[config.mk]
export PLATFORM = sky130hd
export DESIGN_NAME = ifetch_ctrl
export DESIGN_NICKNAME = d
export VERILOG_FILES = /design/src/rtl/ifetch_ctrl.sv
export SDC_FILE = /design/constraint.sdc
export NUM_CORES = 1
export LEC_CHECK = 0
export ABC_CLOCK_PERIOD_IN_PS = 3150
export CORE_MARGIN = 3
export CORE_UTILIZATION = 55
export DETAILED_ROUTE_END_ITERATION = 12
export GPL_TIMING_DRIVEN = 0
export PLACE_DENSITY_LB_ADDON = 0.12
export SLEW_MARGIN = 15
export SYNTH_ARGS = -nofsm -noshare
export SYNTH_HDL_FRONTEND = slang
export SYNTH_SLANG_ARGS = --single-unit
[constraint.sdc]
create_clock -name clk -period 3.15 [get_ports clk]
set_clock_uncertainty 0.05 [all_clocks]
set_input_delay 0.63 -clock clk [delete_from_list [all_inputs] [get_ports clk]]
set_output_delay 0.63 -clock clk [all_outputs]
set_load 0.02 [all_outputs]
[src/rtl/ifetch_ctrl.sv]
// ifetch_ctrl: instruction fetch controller with prefetch queue, redirect, halt; IFETCH_MISALIGN_CHK_EN enables misaligned-redirect fault
module ifetch_ctrl #(
  parameter int          DEPTH    = 4,
  parameter logic [31:0] RESET_PC = 32'h0000_0000
) (
  input  logic        clk,
  input  logic        rst_n,
  output logic [31:0] imem_addr,
  input  logic [31:0] imem_instr,
  input  logic        redirect,
  input  logic [31:0] redirect_pc,
  input  logic        halt_req,
  output logic        out_valid,
  input  logic        out_ready,
  output logic [31:0] out_instr,
  output logic [31:0] out_pc,
  output logic        halted,
  output logic        fault
);
  localparam int AW = $clog2(DEPTH);
  typedef enum logic [1:0] {RUN, HALT, FAULT} state_t;
  state_t        state, state_nxt;
  logic [31:0]   fetch_pc;
  logic [31:0]   q_pc    [DEPTH];
  logic [31:0]   q_instr [DEPTH];
  logic [AW-1:0] head, tail;
  logic [AW:0]   count;
  logic          push, pop, full, bad_target;
  logic [31:0]   target;
`ifdef IFETCH_MISALIGN_CHK_EN
  assign target     = redirect_pc;
  assign bad_target = |redirect_pc[1:0];
  assign fault      = state == FAULT;
`else
  assign target     = redirect_pc & ~32'h3;
  assign bad_target = 1'b0;
  assign fault      = 1'b0;
`endif
  assign imem_addr = fetch_pc;
  assign out_valid = count != '0;
  assign out_instr = q_instr[head];
  assign out_pc    = q_pc[head];
  assign halted    = state == HALT;
  // queue handshake and next state; redirect overrides everything, halt_req blocks new fetches immediately
  always_comb begin
    full      = count == (AW+1)'(DEPTH);
    pop       = out_valid && out_ready && !redirect;
    push      = !redirect && state == RUN && !halt_req && (!full || pop);
    state_nxt = redirect ? (bad_target ? FAULT : RUN) :
                (state == RUN && halt_req) ? HALT :
                (state == HALT && !halt_req) ? RUN : state;
  end
  // FSM state register
  always_ff @(posedge clk or negedge rst_n) begin
    if (!rst_n) state <= RUN;
    else        state <= state_nxt;
  end
  // fetch pointer and prefetch queue storage
  always_ff @(posedge clk or negedge rst_n) begin
    if (!rst_n) begin
      fetch_pc <= RESET_PC;
      head     <= '0;
      tail     <= '0;
      count    <= '0;
      for (int i = 0; i < DEPTH; i++) begin
        q_pc[i]    <= '0;
        q_instr[i] <= '0;
      end
    end else if (redirect) begin
      fetch_pc <= target;
      head     <= '0;
      tail     <= '0;
      count    <= '0;
    end else begin
      if (push) begin
        q_pc[tail]    <= fetch_pc;
        q_instr[tail] <= imem_instr;
        tail          <= tail + 1'b1;
        fetch_pc      <= fetch_pc + 32'd4;
      end
      if (pop) head <= head + 1'b1;
      count <= count + (AW+1)'(push) - (AW+1)'(pop);
    end
  end
endmodule

==> results.ini <==
[global_routing]
grt_pass1_vias=8539
grt_max_degree=107
grt_pass1_wl_um=46400
overflow=0
track_usage_pct=22.4
antenna_found_initial=0

[cells_and_area]
drive_gt1_share_pct=39.8
fin_nets=1158
area_growth_pct=24.0
multiInputGateArea_mm2=0.00548
num_antenna_cells=0
regArea_mm2=0.00716
stdcell_area_mm2=0.0163
n_fill_cell=1605

[job]
cap_violations=0

[die]
fp.dieH_um=161
start_util_pct=57.1
core_mm2=0.0231
io_pins=168
die_area_mm2=0.0258
fp.dieW_um=161
std_cell_rows=55

[drt]
drt-total-wl_um=28400
firstDrtPassIters=4
drt_iter0_drc=453
ant_nets=0
post_drt_wl_per_cell_um=20.1
vias=8111
drc=0
vias_per_cell=5.72

[clock_network]
clkTransAtPathRegs_ns=0.06
cts_sinks=286
clk_latency_ns=0.55
clockRootBuffer=clkbuf_16
htreeDepth=1
clockBufferDepth=3
tritoncts.num_buffers=30
cts_tree=built

[setup_path]
ff2ff_setup_slack_ns=0.37
regToRegStartpoint=state[0]
start_kind=flop
cp_max_fo=10
critPathCaptureType=output port
rr_endpoint=count[2]
cp_slowest_stage_delay_ns=0.57
path_cells=buf_4, buf_6, mux4_2, clkdlybuf4s50_1
worst-setup-path-type=flop to output port
required_ns=2.47
rr_worst_depth=10
crit_arrival_ns=2.38
slowest_stage=mux4_2

[synthesis]
yosysTopAreaCell=dfrtp_1
synth_edf_count=0
syn_area_mm2=0.0132
synth_flop_cell=dfrtp_1
netlist.area_leader.share_pct=54.4
synth.area.top_cells=dfrtp_1 54%, mux2_2 21%, mux4_2 11%
async_flop_share_pct=100
synth_warnings=0
ys_ff_latch=286
synth_cells=879
yosysSeqAreaShare_pct=54.4
avgSynthCellArea_um2=15.0
synth_cell_types=50

[timing]
rsz0062_at_grt=no
finalMaxSlewViolations=0
finalHoldViolations=0
clock.fmax_mhz=327
fin_crit_ns=3.06
fin_crit_sh_pct=97.2
hold_ws_ns=0.0278
setup_viol=0
tightest_slew_ns=0.864
maxSlewHeadroom_pct=41.9

[power]
powerDensity_mw_per_mm2=883
p_seq_share_pct=38.9
p_switching_w=0.00427
p_sw_share_pct=29.7
pwr-share-clk_pct=24.2
peakVddDrop_uv=539
comb_power_share_pct=37.0
total_power_w=0.0144
intPower_w=0.0101
power.leakage_nw=7.06

[placement]
dpl_cell_area_mm2=0.0152
place_congestion=0.796
hpwl_um=19100
port_buffers=160

[run_status]
status=complete, no violations

[hold_path]
holdCritPathClass=primary input to asynchronous set/reset pin

## cells in the final DEF, fill, tap and decap left out, types with 3 or more instances in the layout
cell	instances
and3_1	3
mux2_2	249
or3_1	9
nand2_2	4
buf_6	31
nor3_1	3
clkinv_2	6
clkdlybuf4s50_1	159
o21ai_0	17
nor2b_1	3
xnor2_1	7
clkbuf_2	9
dfrtp_1	284
nand3_1	11
mux4_2	62
clkbuf_8	9
ha_1	7
inv_1	9
o31ai_1	10
buf_4	11
xor2_1	6
clkbuf_16	31
nor4_1	3
nand4_1	12
nand2_1	21
buf_2	7
conb_1	5
or4_1	12
nor2_1	26
clkbuf_1	27
a31oi_1	19
## kinds of logic (layout without fill, tap and decap cells)
family / Yosys count / after routing / synth area share, %
multiplexers: 312 / 312 / 32.0
flip-flops: 286 / 286 / 54.4
XOR/XNOR: 13 / 13 / 0.865
other: 1 / 5 / 0.0285
AO/OA/AOI/OAI: 51 / 51 / 2.43
AND/OR/NAND/NOR: 124 / 124 / 5.35
adder cells (fa/ha/maj): 8 / 8 / 0.818
buffers and inverters: 84 / 305 / 4.10
## what timing repair did
action | in CTS | in global routing
setup buffers | 3 | 3
gates resized for setup | 24 | 7
hold buffers | 0 | 0
hold endpoints to repair | 0 | 0
setup endpoints to repair | 62 | 55
## sequential cells by signal, summed over array words and instances, names as in the netlist
register / flops
tail: 2
state: 1
head: 2
count: 3
q_instr: 128
q_pc: 120
imem_addr: 30
## worst max-delay path, delay by kind of cell (launching register included)
| kind | cells | cell delay [ns] |
|---|---|---|
| buffers and inverters | 3 | 0.89 |
| muxes | 1 | 0.57 |
| DFF | 1 | 0.37 |
## Yosys cell counts, types with 9 or more instances
master    number
mux2_2       249
a31oi_1       19
o31ai_1       10
buf_6         25
mux4_2        62
nand4_1       12
inv_1          9
o21ai_0       17
buf_2         11
or3_1          9
or4_1         12
nand2_1       21
nor2_1        26
dfrtp_1      286
clkbuf_1      29
nand3_1       11
## per-stage QoR
stage          TNS (ns)  cells  setup slack [ns]  util (%)
2_1_floorplan         0    883             0.429         -
3_3_place_gp   -3143.45   1356            -10.99      65.8
3_5_place_dp     -15.49   1358            -0.433      66.0
4_1_cts          -0.903   1414           -0.0599      70.6
5_1_grt               0   1417           0.00599      70.7
6_report              0   1417            0.0880      70.7
## power groups by stage
stage	Sequential, W	Combinational [W]	Clock (W)
after global placement	0.00560	0.00520	0
after floorplan	0.00546	0.00339	0
final	0.00560	0.00533	0.00348
after detailed placement	0.00563	0.00529	0
after global routing	0.00575	0.00570	0.00370
after CTS	0.00561	0.00534	0.00357
## per-layer routing
metal	track usage, %	vias to the layer above	part of all wire, %
li1	-	3680	-
met1	31.1	4186	43
met2	37.0	195	50
met3	3.84	50	4.8
met4	5.84	0	2.6
met5	0.568	-	0
## area by class of cell
cell class	count	share of cell area [%]
flip-flops and latches	286	43.9
multi-input cells	513	33.6
repair buffers	168	10.5
clock buffers	47	5.68
plain buffers	73	3.37
well taps	313	2.40
clock inverters	8	0.414
inverters	9	0.207
## how the worst max path moves through the flow
stage	cells after the start	endpoint	start	slack [ns]
2_1_floorplan	10	count[2]	halt_req	0.43
3_3_place_gp	1	q_pc[68]	rst_n	-10.99
3_5_place_dp	4	out_pc[12]	head[0]	-0.43
4_1_cts	3	out_pc[22]	head[0]	-0.06
5_1_grt	4	out_instr[21]	head[0]	0.006
6_report	4	out_pc[22]	head[0]	0.09
No activity file was read; power rests on OpenSTA's default activity.
